==> src/rtl/awmf0165_pkg.sv <==
// ---------------------------------------------------------------------------
// awmf0165_pkg
// Shared definitions for the AWMF-0165 chain responder: chain geometry,
// bit-counter width, FSM state encoding and the saturating counter helper.
// ---------------------------------------------------------------------------
package awmf0165_pkg;

    localparam int N_DEV      = 5;
    localparam int DEV_BITS   = 48;
    localparam int FRAME_BITS = N_DEV * DEV_BITS;
    localparam int CNT_W      = 9;

    typedef enum logic [1:0] {
        IDLE  = 2'd0,
        SHIFT = 2'd1,
        DONE  = 2'd2
    } state_t;

    // Increment that sticks at all-ones so very long frames cannot wrap back
    // to a count that looks valid.
    function automatic logic [CNT_W-1:0] cnt_inc_sat(input logic [CNT_W-1:0] cnt);
        if (cnt == {CNT_W{1'b1}}) begin
            return cnt;
        end else begin
            return cnt + {{(CNT_W-1){1'b0}}, 1'b1};
        end
    endfunction

endpackage

==> src/rtl/awmf_sync_edge.sv <==
// ---------------------------------------------------------------------------
// awmf_sync_edge
// Two-flop synchronizer for one asynchronous input followed by a history
// flop that yields single-cycle rise/fall pulses.
// Ports:
//   clk   in   sampling clock
//   rst   in   synchronous, active-high reset (flops go to RST_VAL)
//   din   in   asynchronous input pin
//   level out  synchronized level
//   rise  out  1-cycle pulse on a synchronized 0->1 transition
//   fall  out  1-cycle pulse on a synchronized 1->0 transition
// ---------------------------------------------------------------------------
module awmf_sync_edge #(
    parameter logic RST_VAL = 1'b0
) (
    input  logic clk,
    input  logic rst,
    input  logic din,
    output logic level,
    output logic rise,
    output logic fall
);

    logic meta_r;
    logic sync_r;
    logic prev_r;

    // Synchronizer chain plus one-cycle history for edge detection.
    always_ff @(posedge clk) begin
        if (rst) begin
            meta_r <= RST_VAL;
            sync_r <= RST_VAL;
            prev_r <= RST_VAL;
        end else begin
            meta_r <= din;
            sync_r <= meta_r;
            prev_r <= sync_r;
        end
    end

    assign level = sync_r;
    assign rise  = sync_r & ~prev_r;
    assign fall  = ~sync_r & prev_r;

endmodule

==> src/rtl/awmf0165_chain_responder.sv <==
// ---------------------------------------------------------------------------
// awmf0165_chain_responder
// Behaves like the tail of a 5 x 48-bit AWMF-0165 daisy chain: shifts a
// frame in from the master, drives sdo from the shift-register MSB, and
// copies the shift register into a latch on an ldb rising edge.
// Ports:
//   clk_20m      in   system clock
//   rst          in   synchronous, active-high reset
//   awmf_clk_i   in   serial clock from master (asynchronous)
//   awmf_csb_i   in   chip select, active low
//   awmf_sdi_i   in   serial data in, MSB first
//   awmf_pdi_i   in   frame type at csb fall (1 = read)
//   awmf_ldb_i   in   load strobe, rising edge latches while idle
//   awmf_sdo_o   out  serial data out
//   latch_data_o out  last latched frame
//   latch_vld_o  out  pulse when latch_data_o updates
//   frame_done_o out  pulse at the end of each frame
//   frame_err_o  out  sticky bit-count error of the last frame
//   rd_frame_o   out  frame type of current/last frame
//   bit_cnt_o    out  bits shifted in current/last frame
// ---------------------------------------------------------------------------
module awmf0165_chain_responder
    import awmf0165_pkg::*;
(
    input  logic                  clk_20m,
    input  logic                  rst,
    input  logic                  awmf_clk_i,
    input  logic                  awmf_csb_i,
    input  logic                  awmf_sdi_i,
    input  logic                  awmf_pdi_i,
    input  logic                  awmf_ldb_i,
    output logic                  awmf_sdo_o,
    output logic [FRAME_BITS-1:0] latch_data_o,
    output logic                  latch_vld_o,
    output logic                  frame_done_o,
    output logic                  frame_err_o,
    output logic                  rd_frame_o,
    output logic [CNT_W-1:0]      bit_cnt_o
);

    logic sclk_lvl_s, sclk_rise_s, sclk_fall_s;
    logic csb_lvl_s,  csb_rise_s,  csb_fall_s;
    logic sdi_lvl_s,  sdi_rise_s,  sdi_fall_s;
    logic pdi_lvl_s,  pdi_rise_s,  pdi_fall_s;
    logic ldb_lvl_s,  ldb_rise_s,  ldb_fall_s;
    logic unused_s;

    // csb resets low so that a reset taken mid-frame never sees a fresh
    // csb fall: the rest of that frame stays ignored until csb toggles.
    awmf_sync_edge #(.RST_VAL(1'b0)) u_sync_clk (.clk(clk_20m), .rst(rst), .din(awmf_clk_i),
        .level(sclk_lvl_s), .rise(sclk_rise_s), .fall(sclk_fall_s));
    awmf_sync_edge #(.RST_VAL(1'b0)) u_sync_csb (.clk(clk_20m), .rst(rst), .din(awmf_csb_i),
        .level(csb_lvl_s), .rise(csb_rise_s), .fall(csb_fall_s));
    awmf_sync_edge #(.RST_VAL(1'b0)) u_sync_sdi (.clk(clk_20m), .rst(rst), .din(awmf_sdi_i),
        .level(sdi_lvl_s), .rise(sdi_rise_s), .fall(sdi_fall_s));
    awmf_sync_edge #(.RST_VAL(1'b0)) u_sync_pdi (.clk(clk_20m), .rst(rst), .din(awmf_pdi_i),
        .level(pdi_lvl_s), .rise(pdi_rise_s), .fall(pdi_fall_s));
    awmf_sync_edge #(.RST_VAL(1'b0)) u_sync_ldb (.clk(clk_20m), .rst(rst), .din(awmf_ldb_i),
        .level(ldb_lvl_s), .rise(ldb_rise_s), .fall(ldb_fall_s));

    // Edge/level outputs this block has no use for.
    assign unused_s = ^{sclk_lvl_s, csb_lvl_s, sdi_rise_s, sdi_fall_s,
                        pdi_rise_s, pdi_fall_s, ldb_lvl_s, ldb_fall_s};

    state_t                 state_r, state_nxt_s;
    logic [FRAME_BITS-1:0]  shift_r;
    logic                   do_start_s, do_shift_s, do_sdo_s, do_done_s, do_latch_s;

    // State register.
    always_ff @(posedge clk_20m) begin
        if (rst) begin
            state_r <= IDLE;
        end else begin
            state_r <= state_nxt_s;
        end
    end

    // Next-state and datapath strobes; a csb edge always wins over a clk
    // edge in the same cycle, which drops that clk edge.
    always_comb begin
        state_nxt_s = state_r;
        do_start_s  = 1'b0;
        do_shift_s  = 1'b0;
        do_sdo_s    = 1'b0;
        do_done_s   = 1'b0;
        do_latch_s  = 1'b0;
        case (state_r)
            IDLE: begin
                if (csb_fall_s) begin
                    state_nxt_s = SHIFT;
                    do_start_s  = 1'b1;
                end else begin
                    state_nxt_s = IDLE;
                end
                if (ldb_rise_s) begin
                    do_latch_s = 1'b1;
                end else begin
                    do_latch_s = 1'b0;
                end
            end
            SHIFT: begin
                if (csb_rise_s) begin
                    state_nxt_s = DONE;
                    do_done_s   = 1'b1;
                end else begin
                    state_nxt_s = SHIFT;
                    do_shift_s  = sclk_rise_s;
                    do_sdo_s    = sclk_fall_s;
                end
            end
            DONE: begin
                state_nxt_s = IDLE;
            end
            default: begin
                state_nxt_s = IDLE;
            end
        endcase
    end

    // Shift register, counter, latch and all registered outputs.
    always_ff @(posedge clk_20m) begin
        if (rst) begin
            shift_r      <= {FRAME_BITS{1'b0}};
            latch_data_o <= {FRAME_BITS{1'b0}};
            awmf_sdo_o   <= 1'b0;
            latch_vld_o  <= 1'b0;
            frame_done_o <= 1'b0;
            frame_err_o  <= 1'b0;
            rd_frame_o   <= 1'b0;
            bit_cnt_o    <= {CNT_W{1'b0}};
        end else begin
            latch_vld_o  <= do_latch_s;
            frame_done_o <= do_done_s;
            if (do_latch_s) begin
                latch_data_o <= shift_r;
            end
            if (do_start_s) begin
                bit_cnt_o   <= {CNT_W{1'b0}};
                frame_err_o <= 1'b0;
                rd_frame_o  <= pdi_lvl_s;
                // Preload sdo so the master's first clk rise already sees the MSB.
                if (pdi_lvl_s) begin
                    shift_r    <= latch_data_o;
                    awmf_sdo_o <= latch_data_o[FRAME_BITS-1];
                end else begin
                    awmf_sdo_o <= shift_r[FRAME_BITS-1];
                end
            end else if (do_shift_s) begin
                shift_r   <= {shift_r[FRAME_BITS-2:0], sdi_lvl_s};
                bit_cnt_o <= cnt_inc_sat(bit_cnt_o);
            end else if (do_sdo_s) begin
                awmf_sdo_o <= shift_r[FRAME_BITS-1];
            end
            if (do_done_s) begin
                frame_err_o <= (bit_cnt_o != CNT_W'(FRAME_BITS));
            end
        end
    end

endmodule

==> config.mk <==
export PLATFORM = sky130hd
export DESIGN_NAME = awmf0165_chain_responder
export DESIGN_NICKNAME = d
export VERILOG_FILES = /design/src/rtl/awmf0165_pkg.sv /design/src/rtl/awmf_sync_edge.sv /design/src/rtl/awmf0165_chain_responder.sv
export SDC_FILE = /design/constraint.sdc
export NUM_CORES = 1
export LEC_CHECK = 0
export CORE_MARGIN = 2
export CORE_UTILIZATION = 50
export DETAILED_ROUTE_END_ITERATION = 10
export PLACE_DENSITY_LB_ADDON = 0.3
export SYNTH_ARGS = -nofsm -noshare
export SYNTH_HDL_FRONTEND = slang
export SYNTH_SLANG_ARGS = --single-unit
export TNS_END_PERCENT = 10
==> constraint.sdc <==
create_clock -name clk_20m -period 2.5 [get_ports clk_20m]
set_clock_uncertainty 0.15 [all_clocks]
set_input_delay 0.375 -clock clk_20m [delete_from_list [all_inputs] [get_ports clk_20m]]
set_output_delay 0.375 -clock clk_20m [all_outputs]
set_load 0.05 [all_outputs]
==> run summary, run 1 <==
Status -> finished clean
Setup crit end -> shift_r[236]
Tot Pwr -> 0.0161 W
Drt initial violations -> 1493
Final GP Congestion -> 0.774
Area share of the leading cell type in the synthesized netlist -> 52.3%
Per-cell routed wire length -> 16.5 um
Fin. max-slew vios -> 0
Hold Vio Cnt, Final -> 0
Async S/R FF share, synth -> 0%
Die area -> 0.0405 mm^2
R2R Path Start -> state_r[1]
Post-DP HPWL -> 29.8 mm
TritonCTS clock tree -> yes
Num CTS Buffers -> 50
Rel. slew slack -> 47.7%
R2r endpoint -> shift_r[236]
I/O pins -> 261
RSZ-0062 raised after global routing -> true
Antenna viol nets, final -> 0
Register-to-register setup slack -> 0.05 ns
Die H -> 201 um
GRT Total Usage -> 24.1%
# clock sinks -> 508
Area after DPL -> 0.0223 mm^2
LEAKAGE -> 7.02 nW
Area contributors post-synth -> dfxtp_1, nand2_1, a311oi_1
Worst skew pair latency -> 0.58 ns
Cell area after layout -> 0.0240 mm^2
Register area share after synthesis -> 52.3%
Nets@finish -> 2627
Post-synthesis instance area -> 0.0194 mm^2
Area of the multi-input gates -> 0.00838 mm^2
Final design utilization -> 62.2%
PD cells -> 672 mW/mm^2
Largest net degree at the start of global routing -> 233
DRC viols -> 0
Rows -> 72
Vias in the first global route -> 16400
EDFF count, synth -> 0
Clock-pin slew on the worst setup and hold paths -> 0.06 ns
Seq cells post-synth -> 508
Core area -> 0.0386 mm^2
Reg area -> 0.0102 mm^2
Worst endpoint data arrival time -> 2.79 ns
Worst ir drop on vdd -> 0.517 mV
Slew @ Worst Pin -> 0.784 ns
WHS -> 0.0749 ns
Critical Path RT -> 2.83 ns
Via count -> 17800
Average vias per placed instance -> 5.62
Main synth FF type -> dfxtp_1
Yosys cell types -> 35
Crit path from -> state_r[1]
Initial antenna violation count -> 0
Inserted Diodes -> 0
Filler cells -> 3324
Crit path max fanout -> 116
Cells after synthesis -> 2483
R2R cell count -> 5
Layout cells sized above 1 -> 4.75%
Most numerous cell in the Yosys netlist -> nand2_1
Clock Tree Buf Depth -> 3
Post-Route M1 WL -> 22.9 mm
Avg Cell Area, Syn -> 7.83 um^2
Fin crit period -> 2.45 ns
Final setup violation count -> 0
Root Driver -> clkbuf_16
Synth warnings -> 0
DR WL met2 -> 24.8 mm
Grt ovf -> 0
Initial Util -> 50.4%
H-tree Lvls -> 2
Initial DRT Pass Iterations -> 5
Area Overhead vs Synth -> 23.3%
Commonest cells post-synth -> nand2_1, dfxtp_1, nor2_1
Crit start category -> flip-flop
Total of max-cap violations -> 0
Final Cycle Share -> 98.1%
CP endpoint kind -> flip-flop
Final wirelength -> 52.4 mm
CP Class -> reg2reg
Max Clock Freq -> 0.408 GHz
Hold WC Path Type -> in2reg
Synth area leader -> dfxtp_1
Die W -> 201 um
Metal3 WL -> 3.61 mm
Buffers on Ports -> 260
First-pass GRT wire length -> 82.7 mm
Synthesized Nets -> 2493
Max layer used -> met4
## worst min path at each step
stage                      startpoint               end  slack, ns  cells after the start
global route                      rst       latch_vld_o       0.08                      2
global placement    u_sync_clk.meta_r  u_sync_clk.level       0.28                      1
finish                            rst       latch_vld_o       0.07                      2
floorplan           u_sync_clk.meta_r  u_sync_clk.level       0.26                      1
detailed placement  u_sync_csb.meta_r  u_sync_csb.level       0.29                      1
CTS                               rst  u_sync_ldb.level       0.05                      2
## timing repair
action                                  CTS  global route
endpoints found under the setup margin    2           168
resized for setup                         1             9
pin swaps                                 0             0
hold buffers                              0             0
setup buffers                             0             0
gates cloned                              0             2
## cells in the final DEF (no fill, tap or decap), types with 3 or more instances in the layout
cell	n
nand2_1	964
dfxtp_1	505
clkdlybuf4s50_1	258
nor2_1	250
a21oi_1	246
a311oi_1	240
clkbuf_16	55
buf_4	21
buf_12	17
clkbuf_1	16
nor2b_1	12
clkbuf_8	9
clkinv_2	9
xnor2_1	4
nand3_1	3
o31ai_1	3
or4_1	3
mux2i_1	3
inv_1	3
ha_1	3
dfxtp_2	3
buf_8	3
## state kept, by name (all words and copies together) (netlist names), 2 cells and up
signal        count
state_r           2
shift_r         240
latch_data_o    240
bit_cnt_o         9
## stage by stage
| stage | std cells | TNS [ns] | setup slack (ns) |
|---|---|---|---|
| 6_report | 3171 | 0 | 0.0485 |
| 5_1_grt | 3171 | -0.0206 | -0.0199 |
| 3_3_place_gp | 3081 | 0 | 0.169 |
| 3_5_place_dp | 3081 | 0 | 0.0881 |
| 2_1_floorplan | 2483 | 0 | 0.118 |
| 4_1_cts | 3169 | 0 | 0.0371 |
## power by group
group / switching (W) / leakage, nW / internal (W)
Clock: 0.00308 / 0.786 / 0.00423
Combinational: 0.000432 / 2.13 / 0.000149
Sequential: 0.0000533 / 4.10 / 0.00816
## layer usage
| layer | GRT usage (%) | up-vias |
|---|---|---|
| met5 | 0 | - |
| met4 | 8.25 | 0 |
| met3 | 4.73 | 82 |
| met2 | 39.0 | 604 |
| met1 | 32.1 | 8517 |
| li1 | - | 8613 |
## logic make-up (layout without fill, tap and decap cells)
logic type               Yosys count  count (layout)  synth area share (%)
AND/OR/NAND/NOR                 1249            1249                  24.9
flip-flops                       508             508                  52.3
AO/OA/AOI/OAI                    493             493                  17.4
buffers and inverters            222             392                  4.79
adder cells (fa/ha/maj)            4               4                 0.245
XOR/XNOR                           4               4                 0.180
multiplexers                       3               3                 0.154
## critical path, stage by stage (launching register included)
cell and delay [ns]:
dfxtp_1 0.43, nand4bb_4 0.31, o2bb2ai_4 0.39, buf_8 0.62, nor2_1 0.09, a311oi_1 0.27
## final cells by class
type	count	area share (%)
Clock buffer	78	6.30
Tap cell	518	2.70
Multi-Input combinational cell	1753	35.0
Timing Repair Buffer	301	13.2
Inverter	3	0.0470
Clock inverter	10	0.313
Sequential cell	508	42.4
Power figures use the tool's default switching activity.
==> inputs of run 2 (changes only) <==
CORE_UTILIZATION = 35   (was 50)
TNS_END_PERCENT = default   (was 10)
==> run 2 against run 1 <==
  * Via count shrank 1.7%
  * Flip-flop and latch count is the same
  * Die area grew 42%
  * Sequential power is essentially flat
  * Largest cell class unchanged
  * Cell area grew 2.1%
  * Combinational power grew 1%
  * Register-to-register slack gained 0.12 ns
  * Highest routed layer unchanged
  * Largest power group unchanged
  * First-iteration DRC count shrank 4.4%
  * Critical endpoint is now bit_cnt_o[3]
==> run summary, run 2 (synthesis gave the netlist of run 1 again) <==
Status -> finished clean
Crit start category -> flip-flop
Hold WC Path Type -> in2reg
Inserted Diodes -> 0
Total of max-cap violations -> 0
Worst skew pair latency -> 0.60 ns
CP Cell Sequence -> clkdlybuf4s50_1
R2R cell count -> 7
Vias in the first global route -> 16300
Initial DRT Pass Iterations -> 5
# clock sinks -> 508
RSZ-0062 raised after global routing -> false
Via count -> 17500
Most common cell after layout, fill and taps aside -> nand2_1
Hold_buf cts -> 0
Max Clock Freq -> 0.416 GHz
Die area -> 0.0575 mm^2
Grt ovf -> 0
R2R Path Start -> bit_cnt_o[0]
Final setup violation count -> 0
DRC viols -> 0
Nets@finish -> 2635
First-pass GRT wire length -> 85.8 mm
Fin crit period -> 2.40 ns
Area Overhead vs Synth -> 25.9%
H-tree Lvls -> 2
Setup bufs post-CTS -> 0
CP endpoint kind -> primary output
Fin. max-slew vios -> 0
Final worst slack -> 0.0958 ns
Slew @ Worst Pin -> 0.713 ns
Root Driver -> clkbuf_16
Average vias per placed instance -> 5.13
Initial antenna violation count -> 0
CP Class -> reg2out
PD cells -> 674 mW/mm^2
Worst endpoint data arrival time -> 1.88 ns
Buffers on Ports -> 260
Final GP Congestion -> 0.806
Initial Util -> 35.4%
Final Cycle Share -> 96.2%
Core area -> 0.0550 mm^2
Cts repair resizes -> 0
LEAKAGE -> 7.09 nW
Drt initial violations -> 1428
Final wirelength -> 53.3 mm
Num CTS Buffers -> 54
Worst ir drop on vdd -> 0.510 mV
I/O pins -> 261
Rows -> 86
Slowest stage cell, crit path -> clkdlybuf4s50_1
Worst path bufs/invs -> 1
HP Start -> rst
Endpoint, Worst Hold -> u_sync_csb.prev_r
Slowest stage delay, CP -> 0.85 ns
Crit-path leading delay family -> buffers and inverters
Layout cells sized above 1 -> 4.99%
Register-to-register setup slack -> 0.17 ns
Critical Path RT -> 1.98 ns
Most frequent cells in the layout -> nand2_1, dfxtp_1, clkdlybuf4s50_1
R2r endpoint -> bit_cnt_o[5]
Antenna viol nets, final -> 0
Die W -> 240 um
Final Non-Filler Cells -> 3414
Hold Path Stages -> 2
Rel. slew slack -> 52.4%
Per-cell routed wire length -> 15.6 um
GRT Total Usage -> 18.0%
Biggest regs -> latch_data_o x240, shift_r x240, bit_cnt_o x9
Largest net degree at the start of global routing -> 116
Fin Setup TNS -> 0 ns
TritonCTS clock tree -> yes
Die H -> 240 um
Post-DP HPWL -> 32.1 mm
Hold Vio Cnt, Final -> 0
Clock Tree Buf Depth -> 3
Pre-CTS setup slack -> 0.196 ns
Crit path max fanout -> 6
Placed cell count -> 3317
WHS -> 0.0380 ns
Clock-pin slew on the worst setup and hold paths -> 0.06 ns
## run 2: cell count changes in the layout (fill, tap and decap cells not counted), moves of 2 or more
cell	delta
buf_12	+10
buf_8	-2
clkbuf_1	+4
clkinv_2	-2
buf_4	-2
clkinvlp_4	+2
clkinv_8	+2
## run 2: layout make-up
type | instances | area, um^2
clock buffer | 84 | 1580
clock inverter | 13 | 121
fill | 5349 | 30500
inverter | 3 | 11.3
multi-input combinational | 1753 | 8380
sequential | 508 | 10200
tap | 748 | 936
timing repair buffer | 305 | 3280
## run 2: per-stage QoR
stage          cell area, um^2  total power (W)  utilization [%]
2_1_floorplan            19400          0.00878                -
3_3_place_gp             22800          0.00898             41.4
5_1_grt                  24500           0.0171             44.5
4_1_cts                  24500           0.0167             44.5
3_5_place_dp             22800          0.00899             41.4
6_report                 24500           0.0165             44.5
## run 2: report_power, final
| part | total, W | leakage (nW) | switching (W) | internal (W) |
|---|---|---|---|---|
| logic | 0.000587 | 2.17 | 0.000436 | 0.000151 |
| clock network | 0.00769 | 0.826 | 0.00326 | 0.00443 |
| registers | 0.00822 | 4.10 | 0.0000529 | 0.00816 |
## run 2: worst max-delay path by stage
stage | startpoint | end | slack [ns] | cells past startpoint
after floorplan | bit_cnt_o[0] | bit_cnt_o[5] | 0.12 | 8
after global placement | bit_cnt_o[0] | bit_cnt_o[5] | 0.22 | 7
after detailed placement | state_r[0] | shift_r[42] | 0.20 | 5
after CTS | latch_data_o[85] | latch_data_o[85] | 0.05 | 1
after global routing | state_r[0] | shift_r[43] | 0.02 | 5
final | bit_cnt_o[3] | bit_cnt_o[3] | 0.1 | 1
## run 2: metal layers
| layer | GRT usage (%) | vias to the layer above | wire length (um) | part of all wire (%) |
|---|---|---|---|---|
| li1 | - | 8622 | - | - |
| met1 | 23.7 | 8396 | 24000 | 45 |
| met2 | 29.9 | 435 | 25300 | 48 |
| met3 | 3.27 | 69 | 2900 | 5.4 |
| met4 | 5.30 | 0 | 1000 | 1.9 |
| met5 | 0 | - | 0 | 0 |
==> RTL edit (settings of run 1) <==
`RST_VAL` is set to 1'b0 in 6 places; all go to 1'b1.
--- a/src/rtl/awmf_sync_edge.sv
+++ b/src/rtl/awmf_sync_edge.sv
@@ -11,7 +11,7 @@
 //   fall  out  1-cycle pulse on a synchronized 1->0 transition
 // ---------------------------------------------------------------------------
 module awmf_sync_edge #(
-    parameter logic RST_VAL = 1'b0
+    parameter logic RST_VAL = 1'b1
 ) (
     input  logic clk,
     input  logic rst,
--- a/src/rtl/awmf0165_chain_responder.sv
+++ b/src/rtl/awmf0165_chain_responder.sv
@@ -47,15 +47,15 @@
 
     // csb resets low so that a reset taken mid-frame never sees a fresh
     // csb fall: the rest of that frame stays ignored until csb toggles.
-    awmf_sync_edge #(.RST_VAL(1'b0)) u_sync_clk (.clk(clk_20m), .rst(rst), .din(awmf_clk_i),
+    awmf_sync_edge #(.RST_VAL(1'b1)) u_sync_clk (.clk(clk_20m), .rst(rst), .din(awmf_clk_i),
         .level(sclk_lvl_s), .rise(sclk_rise_s), .fall(sclk_fall_s));
-    awmf_sync_edge #(.RST_VAL(1'b0)) u_sync_csb (.clk(clk_20m), .rst(rst), .din(awmf_csb_i),
+    awmf_sync_edge #(.RST_VAL(1'b1)) u_sync_csb (.clk(clk_20m), .rst(rst), .din(awmf_csb_i),
         .level(csb_lvl_s), .rise(csb_rise_s), .fall(csb_fall_s));
-    awmf_sync_edge #(.RST_VAL(1'b0)) u_sync_sdi (.clk(clk_20m), .rst(rst), .din(awmf_sdi_i),
+    awmf_sync_edge #(.RST_VAL(1'b1)) u_sync_sdi (.clk(clk_20m), .rst(rst), .din(awmf_sdi_i),
         .level(sdi_lvl_s), .rise(sdi_rise_s), .fall(sdi_fall_s));
-    awmf_sync_edge #(.RST_VAL(1'b0)) u_sync_pdi (.clk(clk_20m), .rst(rst), .din(awmf_pdi_i),
+    awmf_sync_edge #(.RST_VAL(1'b1)) u_sync_pdi (.clk(clk_20m), .rst(rst), .din(awmf_pdi_i),
         .level(pdi_lvl_s), .rise(pdi_rise_s), .fall(pdi_fall_s));
-    awmf_sync_edge #(.RST_VAL(1'b0)) u_sync_ldb (.clk(clk_20m), .rst(rst), .din(awmf_ldb_i),
+    awmf_sync_edge #(.RST_VAL(1'b1)) u_sync_ldb (.clk(clk_20m), .rst(rst), .din(awmf_ldb_i),
         .level(ldb_lvl_s), .rise(ldb_rise_s), .fall(ldb_fall_s));
 
     // Edge/level outputs this block has no use for.
Behaviour: not the same (Yosys sat finds a counterexample within 4 cycles, from zero or initial values and one cycle with rst high).
==> RTL edit against run 1 <==
First-iteration DRC count is 7.1% higher; worst setup slack better by 0.048 ns; synthesized area hardly changed; register-to-register slack better by 0.09 ns; critical path depth is 4 lower; sequential cell count stayed put; cell area is 0.68% higher; wire length is 4.2% lower; non-clock buffer count stayed put; total power is 7.1% higher; combinational power is 81% higher; largest cell class unchanged.
==> RTL edit: results (changes against run 1) <==
Global routing
The overall global routing resource usage is 24.0% (-0.078 points). The via count of the first global-routing pass came to 16,300 (-0.51%). The global-route wire length before repair is 82.4 mm (-0.41%).

Logic synthesis
The adder-cell share of the synthesized area is 0.244% (about the same). The count of unique library cells instantiated by Yosys is 37 (+5.7%). The xor/xnor cell area share of the yosys netlist is 0.180% (about the same). The commonest cells after synthesis are nand2_1 (964), dfxtp_1 (508), nor2_1 (249), a21oi_1 (246), a311oi_1 (240). The post-synthesis compound-gate area fraction is 17.4% (about the same). In the post-synthesis netlist, the biggest area contributors are dfxtp_1 (52%), nand2_1 (19%), a311oi_1 (11%), a21oi_1 (6.3%), nor2_1 (4.8%). The share of synthesized area occupied by flip-flops and latches is 52.3% (about the same). The average size of a mapped cell is 7.84 um2 (about the same).

Route
The mean number of vias per cell was 5.58 (-0.73%). The via count is 17,700 (-0.70%). The first-iteration detailed-routing DRC count is 1,599 (+7.1%). The wire length reported by the detailed router came to 50.2 mm (-4.2%).

Final layout
The total number of nets in the final design is 2,628 (+0.038%). The number of fillers in the final layout is 3,304 (-0.60%). The count of flip-flops and latches is 508 (unchanged). The sequential cell area in the final layout was 10,200 um2 (about the same). The layout cell share with drive strength beyond 1 is 5.20% (+0.45 points). The buffer share of cell area is 13.4% (+0.12 points).

Critical path
The worst register-to-register path ends at bit_cnt_o[6]. The family of cells with the greatest summed delay on the critical path is buffers and inverters. The length in cells of the worst reg-to-reg path is 8 (+3). In this run the critical register-to-register path is launched from bit_cnt_o[0]. The stage delay of the slowest cell on the critical path is 0.85 ns (+0.23 ns). The slowest stage of the critical path belongs to the cell clkdlybuf4s50_1. The register-to-register setup slack was 0.14 ns (+0.09 ns).

Clock network
The total clock buffers created by CTS came to 51 (+2.0%).

Power and ir drop
The maximum resistive drop on vdd came to 0.450 mV (-13%). The power in sequential cells came to 0.00853 W (+3.8%). The cell-internal power came to 0.0133 W (+5.7%).

The power density normalized to cell area is 715 nW/um2 (+6.4%).

Placement
The final weighted congestion of routability-driven global placement is 0.813 (+5.1%). The count of placed standard cells including taps is 3,083 (+0.065%). The placed wire-length estimate after detailed placement is 29.9 mm (+0.45%).

Status
The flow ran to the end, and the final reports show no timing, DRC or antenna violations.
## RTL edit: through the flow
| stage | hold WS (ns) | area [um2] | worst slack [ns] |
|---|---|---|---|
| 6_report | 0.0710 | 24100 | 0.0968 |
| 5_1_grt | 0.0782 | 24100 | 0.0279 |
| 4_1_cts | 0.0349 | 24100 | 0.0687 |
| 3_5_place_dp | 0.243 | 22400 | 0.102 |
| 3_3_place_gp | 0.242 | 22400 | 0.155 |
| 2_1_floorplan | 0.233 | 19500 | 0.118 |
## RTL edit: timing repair
action                                  in CTS  in global routing
resized for setup                            0                  1
endpoints found under the setup margin       0                  1
endpoints found under the hold margin        0                  0
buffers inserted                             0                  0
## RTL edit: per-layer routing
layer / global-route usage (%) / vias to the layer above / wire, um
met5: 0 / - / 0
met4: 8.17 / 0 / 1100
met3: 3.94 / 84 / 3260
met2: 39.3 / 531 / 23900
met1: 32.2 / 8473 / 22000
li1: - / 8604 / -
